### config.mk
export PLATFORM = sky130hd
export DESIGN_NAME = uart_tx_rr_arbiter_flat
export DESIGN_NICKNAME = d
export VERILOG_FILES = /design/src/rtl/uart_tx_rr_arbiter_if.sv /design/src/rtl/uart_tx_rr_arbiter.sv /design/src/flat_wrapper.sv
export SDC_FILE = /design/constraint.sdc
export NUM_CORES = 1
export LEC_CHECK = 0
export ABC_AREA = 0
export BUFFER_PORTS_ARGS = -buffer_cell sky130_fd_sc_hd__buf_2
export CAP_MARGIN = 0
export CORE_UTILIZATION = 49
export CTS_CLUSTER_SIZE = 25
export DETAILED_ROUTE_END_ITERATION = 6
export GPL_TIMING_DRIVEN = 0
export PLACE_DENSITY_LB_ADDON = 0.2
export RECOVER_POWER = 100
export SLEW_MARGIN = 40
export SYNTH_ARGS = -nofsm -noshare
export SYNTH_HDL_FRONTEND = slang
export SYNTH_SLANG_ARGS = --single-unit
### constraint.sdc
create_clock -name FAB_CCC_GL0 -period 1.7 [get_ports FAB_CCC_GL0]
set_input_delay 0.255 -clock FAB_CCC_GL0 [delete_from_list [all_inputs] [get_ports FAB_CCC_GL0]]
set_output_delay 0.255 -clock FAB_CCC_GL0 [all_outputs]
set_load 0.02 [all_outputs]
### src/rtl/uart_tx_rr_arbiter_if.sv
// Byte-request and serial-line bundle for uart_tx_rr_arbiter.
// master = byte producers, slave = the arbiter/transmitter.
interface uart_tx_rr_arbiter_if #(
    parameter int NUM_REQ = 2
);
    localparam int IW = $clog2(NUM_REQ);

    logic [NUM_REQ-1:0]   REQ_VALID;
    logic [8*NUM_REQ-1:0] REQ_DATA;
    logic [NUM_REQ-1:0]   REQ_READY;
    logic                 TXD;
    logic                 BUSY;
    logic [IW-1:0]        GRANT_ID;

    modport master (
        output REQ_VALID, REQ_DATA,
        input  REQ_READY, TXD, BUSY, GRANT_ID
    );

    modport slave (
        input  REQ_VALID, REQ_DATA,
        output REQ_READY, TXD, BUSY, GRANT_ID
    );
endinterface

### src/rtl/uart_tx_rr_arbiter.sv
// Round-robin arbiter sharing one 8N1 UART transmitter between NUM_REQ byte sources.
// Define UART_TX_PARITY_EN to insert an even-parity bit between the data bits and stop.
module uart_tx_rr_arbiter #(
    parameter int NUM_REQ      = 2,
    parameter int CLKS_PER_BIT = 434
) (
    input logic FAB_CCC_GL0,
    input logic FAB_RESET,
    uart_tx_rr_arbiter_if.slave link
);
    localparam int IW = $clog2(NUM_REQ);
    localparam int BW = (CLKS_PER_BIT > 1) ? $clog2(CLKS_PER_BIT) : 1;

`ifdef UART_TX_PARITY_EN
    typedef enum logic [2:0] {IDLE, START, DATA, PARITY, STOP} state_t;
`else
    typedef enum logic [1:0] {IDLE, START, DATA, STOP} state_t;
`endif

    state_t        state_reg, state_next;
    logic [BW-1:0] baud_reg, baud_next;
    logic [2:0]    bit_reg, bit_next;
    logic [7:0]    shift_reg, shift_next;
    logic [IW-1:0] pointer_reg, pointer_next;
    logic [IW-1:0] grant_reg, grant_next;
    logic          txd_reg, txd_next;
    logic          busy_reg, busy_next;
`ifdef UART_TX_PARITY_EN
    logic          parity_reg, parity_next;
`endif

    logic [NUM_REQ-1:0] rot_valid;
    logic [IW-1:0]      rot_idx [NUM_REQ];
    logic [IW-1:0]      pick;
    logic [7:0]         pick_data;
    logic               accept;
    logic               bit_end;
    logic [NUM_REQ-1:0] ready;

    // Requester seen at position gi when scanning upward from the pointer.
    generate
        for (genvar gi = 0; gi < NUM_REQ; gi++) begin : g_rot
            logic [IW:0] sum;
            assign sum = {1'b0, pointer_reg} + (IW+1)'(gi);
            assign rot_idx[gi] = (sum >= (IW+1)'(NUM_REQ)) ?
                                 IW'(sum - (IW+1)'(NUM_REQ)) : sum[IW-1:0];
            assign rot_valid[gi] = link.REQ_VALID[rot_idx[gi]];
        end
    endgenerate

    // Descending scan so the position nearest the pointer wins.
    always_comb begin
        pick = '0;
        for (int k = NUM_REQ - 1; k >= 0; k--) begin
            if (rot_valid[k]) begin
                pick = rot_idx[k];
            end
        end
    end

    assign accept    = (state_reg == IDLE) && (|rot_valid);
    assign pick_data = link.REQ_DATA[8*pick +: 8];
    assign bit_end   = (baud_reg == BW'(CLKS_PER_BIT - 1));

    always_comb begin
        ready = '0;
        if (accept) begin
            ready[pick] = 1'b1;
        end
    end

    always_comb begin
        state_next   = state_reg;
        baud_next    = baud_reg;
        bit_next     = bit_reg;
        shift_next   = shift_reg;
        pointer_next = pointer_reg;
        grant_next   = grant_reg;
`ifdef UART_TX_PARITY_EN
        parity_next  = parity_reg;
`endif
        if (state_reg != IDLE) begin
            baud_next = bit_end ? '0 : baud_reg + 1'b1;
        end

        case (state_reg)
            IDLE: begin
                baud_next = '0;
                if (accept) begin
                    shift_next   = pick_data;
                    grant_next   = pick;
                    pointer_next = (pick == IW'(NUM_REQ - 1)) ? '0 : pick + 1'b1;
                    bit_next     = '0;
                    state_next   = START;
`ifdef UART_TX_PARITY_EN
                    parity_next  = ^pick_data;
`endif
                end
            end
            START: begin
                if (bit_end) begin
                    bit_next   = '0;
                    state_next = DATA;
                end
            end
            DATA: begin
                if (bit_end) begin
                    if (bit_reg == 3'd7) begin
`ifdef UART_TX_PARITY_EN
                        state_next = PARITY;
`else
                        state_next = STOP;
`endif
                    end else begin
                        bit_next   = bit_reg + 3'd1;
                        shift_next = shift_reg >> 1;
                    end
                end
            end
`ifdef UART_TX_PARITY_EN
            PARITY: begin
                if (bit_end) begin
                    state_next = STOP;
                end
            end
`endif
            STOP: begin
                if (bit_end) begin
                    state_next = IDLE;
                end
            end
            default: state_next = IDLE;
        endcase

        // TXD and BUSY are registered from the next state so they line up with it.
        txd_next = 1'b1;
        case (state_next)
            START:   txd_next = 1'b0;
            DATA:    txd_next = shift_next[0];
`ifdef UART_TX_PARITY_EN
            PARITY:  txd_next = parity_next;
`endif
            default: txd_next = 1'b1;
        endcase
        busy_next = (state_next != IDLE);
    end

    always_ff @(posedge FAB_CCC_GL0 or posedge FAB_RESET) begin
        if (FAB_RESET) begin
            state_reg   <= IDLE;
            baud_reg    <= '0;
            bit_reg     <= '0;
            shift_reg   <= '0;
            pointer_reg <= '0;
            grant_reg   <= '0;
            txd_reg     <= 1'b1;
            busy_reg    <= 1'b0;
`ifdef UART_TX_PARITY_EN
            parity_reg  <= 1'b0;
`endif
        end else begin
            state_reg   <= state_next;
            baud_reg    <= baud_next;
            bit_reg     <= bit_next;
            shift_reg   <= shift_next;
            pointer_reg <= pointer_next;
            grant_reg   <= grant_next;
            txd_reg     <= txd_next;
            busy_reg    <= busy_next;
`ifdef UART_TX_PARITY_EN
            parity_reg  <= parity_next;
`endif
        end
    end

    assign link.REQ_READY = ready;
    assign link.TXD       = txd_reg;
    assign link.BUSY      = busy_reg;
    assign link.GRANT_ID  = grant_reg;
endmodule

### src/flat_wrapper.sv
// flat-port wrapper written by rule: the top's interface ports become plain ports
module uart_tx_rr_arbiter_flat 
#(
    parameter int NUM_REQ      = 2,
    parameter int CLKS_PER_BIT = 434
)
  (FAB_CCC_GL0, FAB_RESET, link_REQ_VALID, link_REQ_DATA, link_REQ_READY, link_TXD, link_BUSY, link_GRANT_ID);
  uart_tx_rr_arbiter_if #(.NUM_REQ(NUM_REQ)) link_i ();
  input logic FAB_CCC_GL0;
  input logic FAB_RESET;
  input wire logic [$bits(link_i.REQ_VALID)-1:0] link_REQ_VALID;
  input wire logic [$bits(link_i.REQ_DATA)-1:0] link_REQ_DATA;
  output wire logic [$bits(link_i.REQ_READY)-1:0] link_REQ_READY;
  output wire logic [$bits(link_i.TXD)-1:0] link_TXD;
  output wire logic [$bits(link_i.BUSY)-1:0] link_BUSY;
  output wire logic [$bits(link_i.GRANT_ID)-1:0] link_GRANT_ID;
  assign link_i.REQ_VALID = link_REQ_VALID;
  assign link_i.REQ_DATA = link_REQ_DATA;
  assign link_REQ_READY = link_i.REQ_READY;
  assign link_TXD = link_i.TXD;
  assign link_BUSY = link_i.BUSY;
  assign link_GRANT_ID = link_i.GRANT_ID;
  uart_tx_rr_arbiter #(.NUM_REQ(NUM_REQ), .CLKS_PER_BIT(CLKS_PER_BIT)) u_core (.FAB_CCC_GL0(FAB_CCC_GL0), .FAB_RESET(FAB_RESET), .link(link_i));
endmodule
==> run summary, run 1 <==
### Synth
- 46.1% — top cell type's share of synthesized area
- dfrtp_1 — top flip-flop cell by instance count after synthesis
- 33 — number of distinct standard cells referenced by the synthesized netlist
- 48.1% — sequential-to-total area share from yosys stat
- 158 — nets in the synthesized netlist
- dfrtp_1, nor2_1, inv_1, nand3_1, mux2i_1 — ranking of synthesized cells by instance count
- 134 — Syn Inst Count
- 0 — yosys synthesis warning count
- 10.1 sq um — Avg Inst Size Synth
- dfrtp_1, mux2i_1, nor2_1, o221ai_1, xnor2_1 — largest cells by area after synthesis
- 0 — number of enable-type register cells in the synthesized netlist
- 1360 sq um — cell area after synthesis
- 100% — post-synthesis async set-or-reset flop share
- 26 — number of flip-flops and latches in the synthesized netlist
- dfrtp_1 — most common cell in the netlist
- dfrtp_1 — leading area contributor after synthesis

### Timing
- 35.3% — Slew Limit Headroom
- 0.970 ns — slew of the pin with the lowest slew margin
- 0 — Final Hold Vio Count
- 0 — number of pins with negative max-slew slack in the final report
- 0.00171 ns — Fin Clk Skew
- 0 — count of endpoints failing setup in the final report
- yes — RSZ-0062 raised after global routing
- 0.592 GHz — maximum clock frequency
- 1.69 ns — time the final worst path needs with I/O delays and setup
- 99.3% — period utilization

### Cells and area
- 174 — number of fill cells in the layout
- 0 — total inserted antenna cells
- 35.8% — Synth-to-Final Area Change
- 762 sq um — total area of multi-input combinational cells
- 72.4% — Final Util
- 202 — number of nets at the end of the flow
- 207 — Layout Cells excl Fill
- 653 sq um — Sequential cell area
- 9 — number of flip-flops in the largest register
- 42.4% — proportion of layout cells with a drive suffix above 1

### Worst setup path
- register — crit start category
- 0.02 ns — worst reg2reg setup slack
- link_REQ_READY[0] — Worst setup endpoint
- 0.40 ns — largest incremental delay on the critical path
- 1.44 ns — required time at the endpoint of the critical path
- 6 — depth of the most critical reg-to-reg path
- 9 — maximum fanout along the worst path
- register to output pin — Worst Path Class, Setup
- buf_6 > nor2_4 > o21ai_4 > a21oi_2 > buf_6 — ordered cell list for the critical path
- 1.43 ns — data arrival time of the critical path
- dfrtp_1 — cell with the largest stage delay on the worst path
- output pin — endpoint class of the critical path
- buf_6 — most frequent cell on the critical path
- u_core.link.TXD — endpoint of the most critical register-to-register path
- u_core.state_reg[1] — crit path launch
- u_core.baud_reg[1] — worst reg2reg path startpoint

### Route
- 3310 microns — wire length reported by the detailed router
- 31 — Initial DRC Count
- 5.81 — vias per cell
- 16.0 microns — wire length per cell after detailed routing
- 0 — post-route antenna net violation count
- 1203 — DR vias
- 0 — DRC violations left
- 4 — DRT Pass-1 Iters

### CTS
- 26 — Clock Sinks
- 3 — TritonCTS Buffers
- 1 — total number of H-tree levels
- yes — clock tree from TritonCTS
- clkbuf_4 — master cell of the clock root buffer
- 0.32 ns — clock latency on the worst-skew pair
- 0.14 ns — CTS clk-pin slew, worst paths
- 2 — maximum root-to-sink buffer count

### Pwr
- 0.935 nW — leakage power summed over all cells
- 0.488 mW — total net switching power
- 26.5% — clock power share
- 30.0% — switching portion of total power
- 885 nW/um^2 — power density normalized to cell area
- 717 uV — worst-case vdd ir drop
- 23.1% — Combinational Power Share
- 50.5% — sequential share of power
- 1.14 mW — Internal

### Worst hold path
- input port to register — worst hold path type

### Run
- 0 — max-capacitance violation count

### Global routing
- 21.8% — overall track demand over capacity in global routing
- 0 — total congestion overflow after global routing
- 1039 — number of global-route vias before repair
- 27 — maximum number of pins on one net before global-route repair
- 4580 microns — first-pass GRT wire length
- 0 — initial antenna violation count

### Placed design
- 23 — count of buffers from port buffering
- 187 — number of placed cells counting well taps
- 0.759 — routability congestion estimate
- 1940 microns — half-perimeter wire length after detailed placement

### Floorplanning
- 25 — number of top-level design ports
- 54.6 microns — horizontal die dimension
- 2980 sq um — Die Area
- 54.6 microns — DIE HEIGHT
- 53.3% — effective utilization at floorplan
- 18 — Row Count
- 2540 sq um — Core Box Area

### Outcome
- completed — status

==> cell usage in the layout (no fill, tap or decap), drive strengths merged <==
| master | count |
|---|---|
| a21boi | 1 |
| nand3 | 10 |
| dfrtp | 25 |
| mux2 | 2 |
| o21ai | 2 |
| mux2i | 8 |
| nor3 | 1 |
| o221ai | 7 |
| a22o | 2 |
| inv | 14 |
| bufinv | 1 |
| a32oi | 3 |
| a2bb2oi | 1 |
| nand2 | 6 |
| xor2 | 1 |
| nand4 | 2 |
| nor2 | 18 |
| a221o | 1 |
| ha | 4 |
| buf | 37 |
| o21a | 2 |
| and2 | 1 |
| a21oi | 3 |
| dlygate4sd3 | 1 |
| dfstp | 1 |
| clkbuf | 9 |
| nand2b | 1 |
| xnor2 | 7 |
| a311oi | 1 |
| and4bb | 1 |
| and4b | 1 |
| a21o | 3 |
==> logic make-up after synthesis <==
kind of cell | Yosys count | share of synthesized area, %
and+or+nand+nor | 41 | 14.6
AOI/OAI and AO/OA | 26 | 15.2
DFF | 26 | 48.1
buffers and inverters | 19 | 5.44
muxes | 10 | 7.84
xor gates and xnor gates | 8 | 5.17
adders and majority gates | 4 | 3.69
==> per-layer routing <==
layer | vias up | global-route usage [%] | share of wire, %
met1 | 593 | 28.5 | 41
met5 | - | 0 | 0
met3 | 6 | 2.78 | 3.5
met2 | 41 | 36.5 | 54
li1 | 563 | - | -
met4 | 0 | 7.69 | 1.6
==> power groups by stage <==
stage / sequential, mW / combinational (mW) / clock, mW
after floorplan: 0.803 / 0.249 / 0
after global placement: 0.818 / 0.300 / 0
after detailed placement: 0.833 / 0.318 / 0
after CTS: 0.813 / 0.352 / 0.435
after global routing: 0.835 / 0.423 / 0.454
final: 0.823 / 0.376 / 0.432
==> repair_timing <==
item                                   4_1_cts  5_1_grt
setup buffers                                6        9
gates resized for setup                     16       24
hold buffers                                 1        0
cloned                                       1        0
pin swaps                                    3        9
endpoints found under the hold margin       25        0
setup endpoints to repair                   10       13
==> final cells by class <==
cell class | instances | area share (%)
Multi-Input combinational cell | 89 | 41.4
Clock inverter | 1 | 1.63
Inverter | 14 | 2.85
Clock buffer | 3 | 1.22
Sequential cell | 26 | 35.5
Buffer | 4 | 1.83
Timing Repair Buffer | 40 | 13.6
Tap cell | 30 | 2.04
==> critical path: cells and delay by family, from the launching register on <==
kind                   cells  cell delay, ns
buffers and inverters      2            0.28
DFF                        1            0.40
and+or+nand+nor            1            0.13
AOI/OAI and AO/OA          2            0.29
==> per-stage QoR <==
step / area (sq um) / power [mW] / setup WS (ns) / hold slack [ns] / setup TNS [ns]
6_report: 1840 / 1.63 / 0.0115 / 0.210 / 0
5_1_grt: 1840 / 1.71 / -0.0743 / 0.221 / -0.454
4_1_cts: 1670 / 1.60 / -0.0168 / 0.194 / -0.0168
3_5_place_dp: 1510 / 1.15 / -0.255 / 0.329 / -1.42
3_3_place_gp: 1510 / 1.12 / -0.171 / 0.458 / -0.858
2_1_floorplan: 1360 / 1.05 / 0.0607 / 0.294 / 0
==> worst min-delay path by stage <==
stage	start	endpoint	slack (ns)	depth (start not counted)
3_5_place_dp	FAB_RESET	u_core.bit_reg[1]	0.33	2
4_1_cts	link_REQ_DATA[0]	u_core.shift_reg[0]	0.19	3
3_3_place_gp	u_core.link.GRANT_ID	u_core.link.GRANT_ID	0.46	1
2_1_floorplan	FAB_RESET	u_core.baud_reg[0]	0.29	1
6_report	link_REQ_DATA[11]	u_core.shift_reg[3]	0.21	3
5_1_grt	link_REQ_DATA[10]	u_core.shift_reg[2]	0.22	3
Note: power is estimated with default switching activity, not from simulation.
==> run 2, diff against run 1 <==
--- a/config.mk
+++ b/config.mk
@@ -10,3 +10,3 @@
 export CAP_MARGIN = 0
-export CORE_UTILIZATION = 49
+export CORE_UTILIZATION = 45
 export CTS_CLUSTER_SIZE = 25
==> constraint.sdc (replaced) <==
create_clock -name FAB_CCC_GL0 -period 1.7 [get_ports FAB_CCC_GL0]
set_input_delay 0 -clock FAB_CCC_GL0 [delete_from_list [all_inputs] [get_ports FAB_CCC_GL0]]
set_output_delay 0 -clock FAB_CCC_GL0 [all_outputs]
set_load 0.02 [all_outputs]
==> run 2 against run 1 <==
  * Cell count down 1.4%
  * Setup slack improved by 0.037 ns
  * Maximum frequency increased by 2.3%
  * Critical path depth increased by 2
  * Via count decreased by 7.1%
  * Worst hold slack worse by 0.21 ns
  * Core utilization fell by 10 points
  * Clock power decreased by 29%
  * Power shrank 10%
==> run summary, run 2 (synthesized netlist as in run 1, its figures left out) <==
### Global routing
- 27 — maximum number of pins on one net before global-route repair
- 1067 — number of global-route vias before repair
- 0 — initial antenna violation count
- 0 — total congestion overflow after global routing
- 18.3% — overall track demand over capacity in global routing
- 4600 microns — first-pass GRT wire length

### Pwr
- 0.440 mW — total net switching power
- 841 nW/um^2 — power density normalized to cell area
- 1.46 mW — PnR Total Power
- 55.7% — sequential share of power
- 677 uV — worst-case vdd ir drop
- 1.02 mW — Internal
- 21.0% — clock power share
- 23.4% — Combinational Power Share
- 0.887 nW — leakage power summed over all cells
- 30.1% — switching portion of total power

### Placed design
- 1920 microns — half-perimeter wire length after detailed placement
- 0.809 — routability congestion estimate
- 23 — count of buffers from port buffering
- 188 — number of placed cells counting well taps

### Timing
- 1.65 ns — time the final worst path needs with I/O delays and setup
- 0 — number of pins with negative max-slew slack in the final report
- yes — RSZ-0062 raised after global routing
- 0.00942 ns — Fin Clk Skew
- 0 — Final Hold Vio Count
- 0 — count of endpoints failing setup in the final report
- 36.4% — Slew Limit Headroom
- 97.1% — period utilization
- 0.953 ns — slew of the pin with the lowest slew margin
- 0.606 GHz — maximum clock frequency
- 0.00334 ns — final hold slack

### Cells and area
- 9 — number of flip-flops in the largest register
- dfrtp_1, buf_2, nor2_1 — commonest cells after routing, fill and taps aside
- 28.3% — Synth-to-Final Area Change
- 204 — Layout Cells excl Fill
- 28.3% — proportion of layout cells with a drive suffix above 1
- 62.0% — Final Util
- 198 — number of nets at the end of the flow
- 0 — total inserted antenna cells
- 234 — number of fill cells in the layout
- dfrtp_1 — leading cell type in the layout, fill and taps excluded

### Worst setup path
- dfrtp_1 — cell with the largest stage delay on the worst path
- 1.86 ns — data arrival time of the critical path
- register — crit start category
- simple AND/OR/NAND/NOR gates — Worst path top cell family by delay
- register to register — Worst Path Class, Setup
- 0.41 ns — largest incremental delay on the critical path
- 4 — maximum fanout along the worst path
- inv_1 > ha_1 > and4b_2 > nand4_1 > buf_4 > inv_2 > mux2_2 — ordered cell list for the critical path
- 3 — count of buffer and inverter cells on the critical path
- register — endpoint class of the critical path
- 1.91 ns — required time at the endpoint of the critical path

### Floorplanning
- 3240 sq um — Die Area
- 2810 sq um — Core Box Area
- 19 — Row Count
- 25 — number of top-level design ports
- 56.9 microns — DIE HEIGHT
- 56.9 microns — horizontal die dimension
- 48.3% — effective utilization at floorplan

### CTS
- 0.13 ns — CTS clk-pin slew, worst paths
- 26 — Clock Sinks
- 3 — TritonCTS Buffers
- 1 — total number of H-tree levels
- clkbuf_4 — master cell of the clock root buffer
- yes — clock tree from TritonCTS
- 2 — maximum root-to-sink buffer count
- 0.32 ns — clock latency on the worst-skew pair

### Route
- 1117 — DR vias
- 0 — post-route antenna net violation count
- 0 — DRC violations left
- 4 — DRT Pass-1 Iters
- 5.48 — vias per cell
- 2880 microns — wire length reported by the detailed router
- 29 — Initial DRC Count
- 14.1 microns — wire length per cell after detailed routing

### Outcome
- completed — status

### Run
- 0 — max-capacitance violation count

### Worst hold path
- input port to register — worst hold path type

## run 2: per-stage QoR
stage                     setup TNS, ns  instance area [sq um]  setup WS (ns)
after floorplan                       0                   1360         0.0607
after global placement           -0.905                   1510         -0.183
after detailed placement          -1.21                   1510         -0.234
after CTS                             0                   1630         0.0236
after global routing             -0.183                   1740        -0.0431
final                                 0                   1740         0.0488
## run 2: worst paths after layout
path,start,to,slack (ns),cells after the start
setup / recovery,u_core.baud_reg[1],u_core.bit_reg[0],0.05,7
hold / removal,link_REQ_DATA[11],u_core.shift_reg[3],0.003,3
setup reg to reg,u_core.baud_reg[1],u_core.bit_reg[0],0.05,7
min in group asynchronous,FAB_RESET,u_core.baud_reg[7],0.42,3
max in group asynchronous,FAB_RESET,u_core.bit_reg[2],0.70,3
hold reg to reg,u_core.link.GRANT_ID,u_core.link.GRANT_ID,0.50,1
## run 2: what timing repair did
| action | CTS | global route |
|---|---|---|
| gates resized for setup | 7 | 13 |
| setup buffers | 2 | 1 |
| hold endpoints to repair | 28 | 3 |
| endpoints found under the setup margin | 10 | 12 |
| pin swaps | 1 | 3 |
| hold buffers | 5 | 5 |
## run 2: metal layers
metal / routed length (microns) / vias to the layer above / GRT usage [%]
li1: - / 550 / -
met1: 1330 / 545 / 22.7
met2: 1440 / 20 / 31.8
met3: 85 / 2 / 4.84
met4: 15 / 0 / 4.18
met5: 0 / - / 0
## run 2: worst reg2reg max path: stages (launching register included)
cell     delay [ns]
dfrtp_1        0.41
inv_1          0.06
ha_1           0.16
and4b_2        0.26
nand4_1        0.17
buf_4          0.18
inv_2          0.05
mux2_2         0.26
## run 2: power groups by stage
stage	clock, mW	combinational, mW	sequential, mW
4_1_cts	0.318	0.325	0.813
2_1_floorplan	0	0.249	0.803
6_report	0.307	0.342	0.815
3_3_place_gp	0	0.300	0.818
3_5_place_dp	0	0.310	0.828
5_1_grt	0.346	0.388	0.833
## run 2: final cells by class
type	count	area (sq um)	area share, %
clock buffer	4	36.3	2.08
buffer	4	27.5	1.58
tap	31	38.8	2.23
inverter	14	52.6	3.02
timing repair buffer	36	230	13.2
multi-input combinational	89	703	40.4
sequential	26	652	37.5
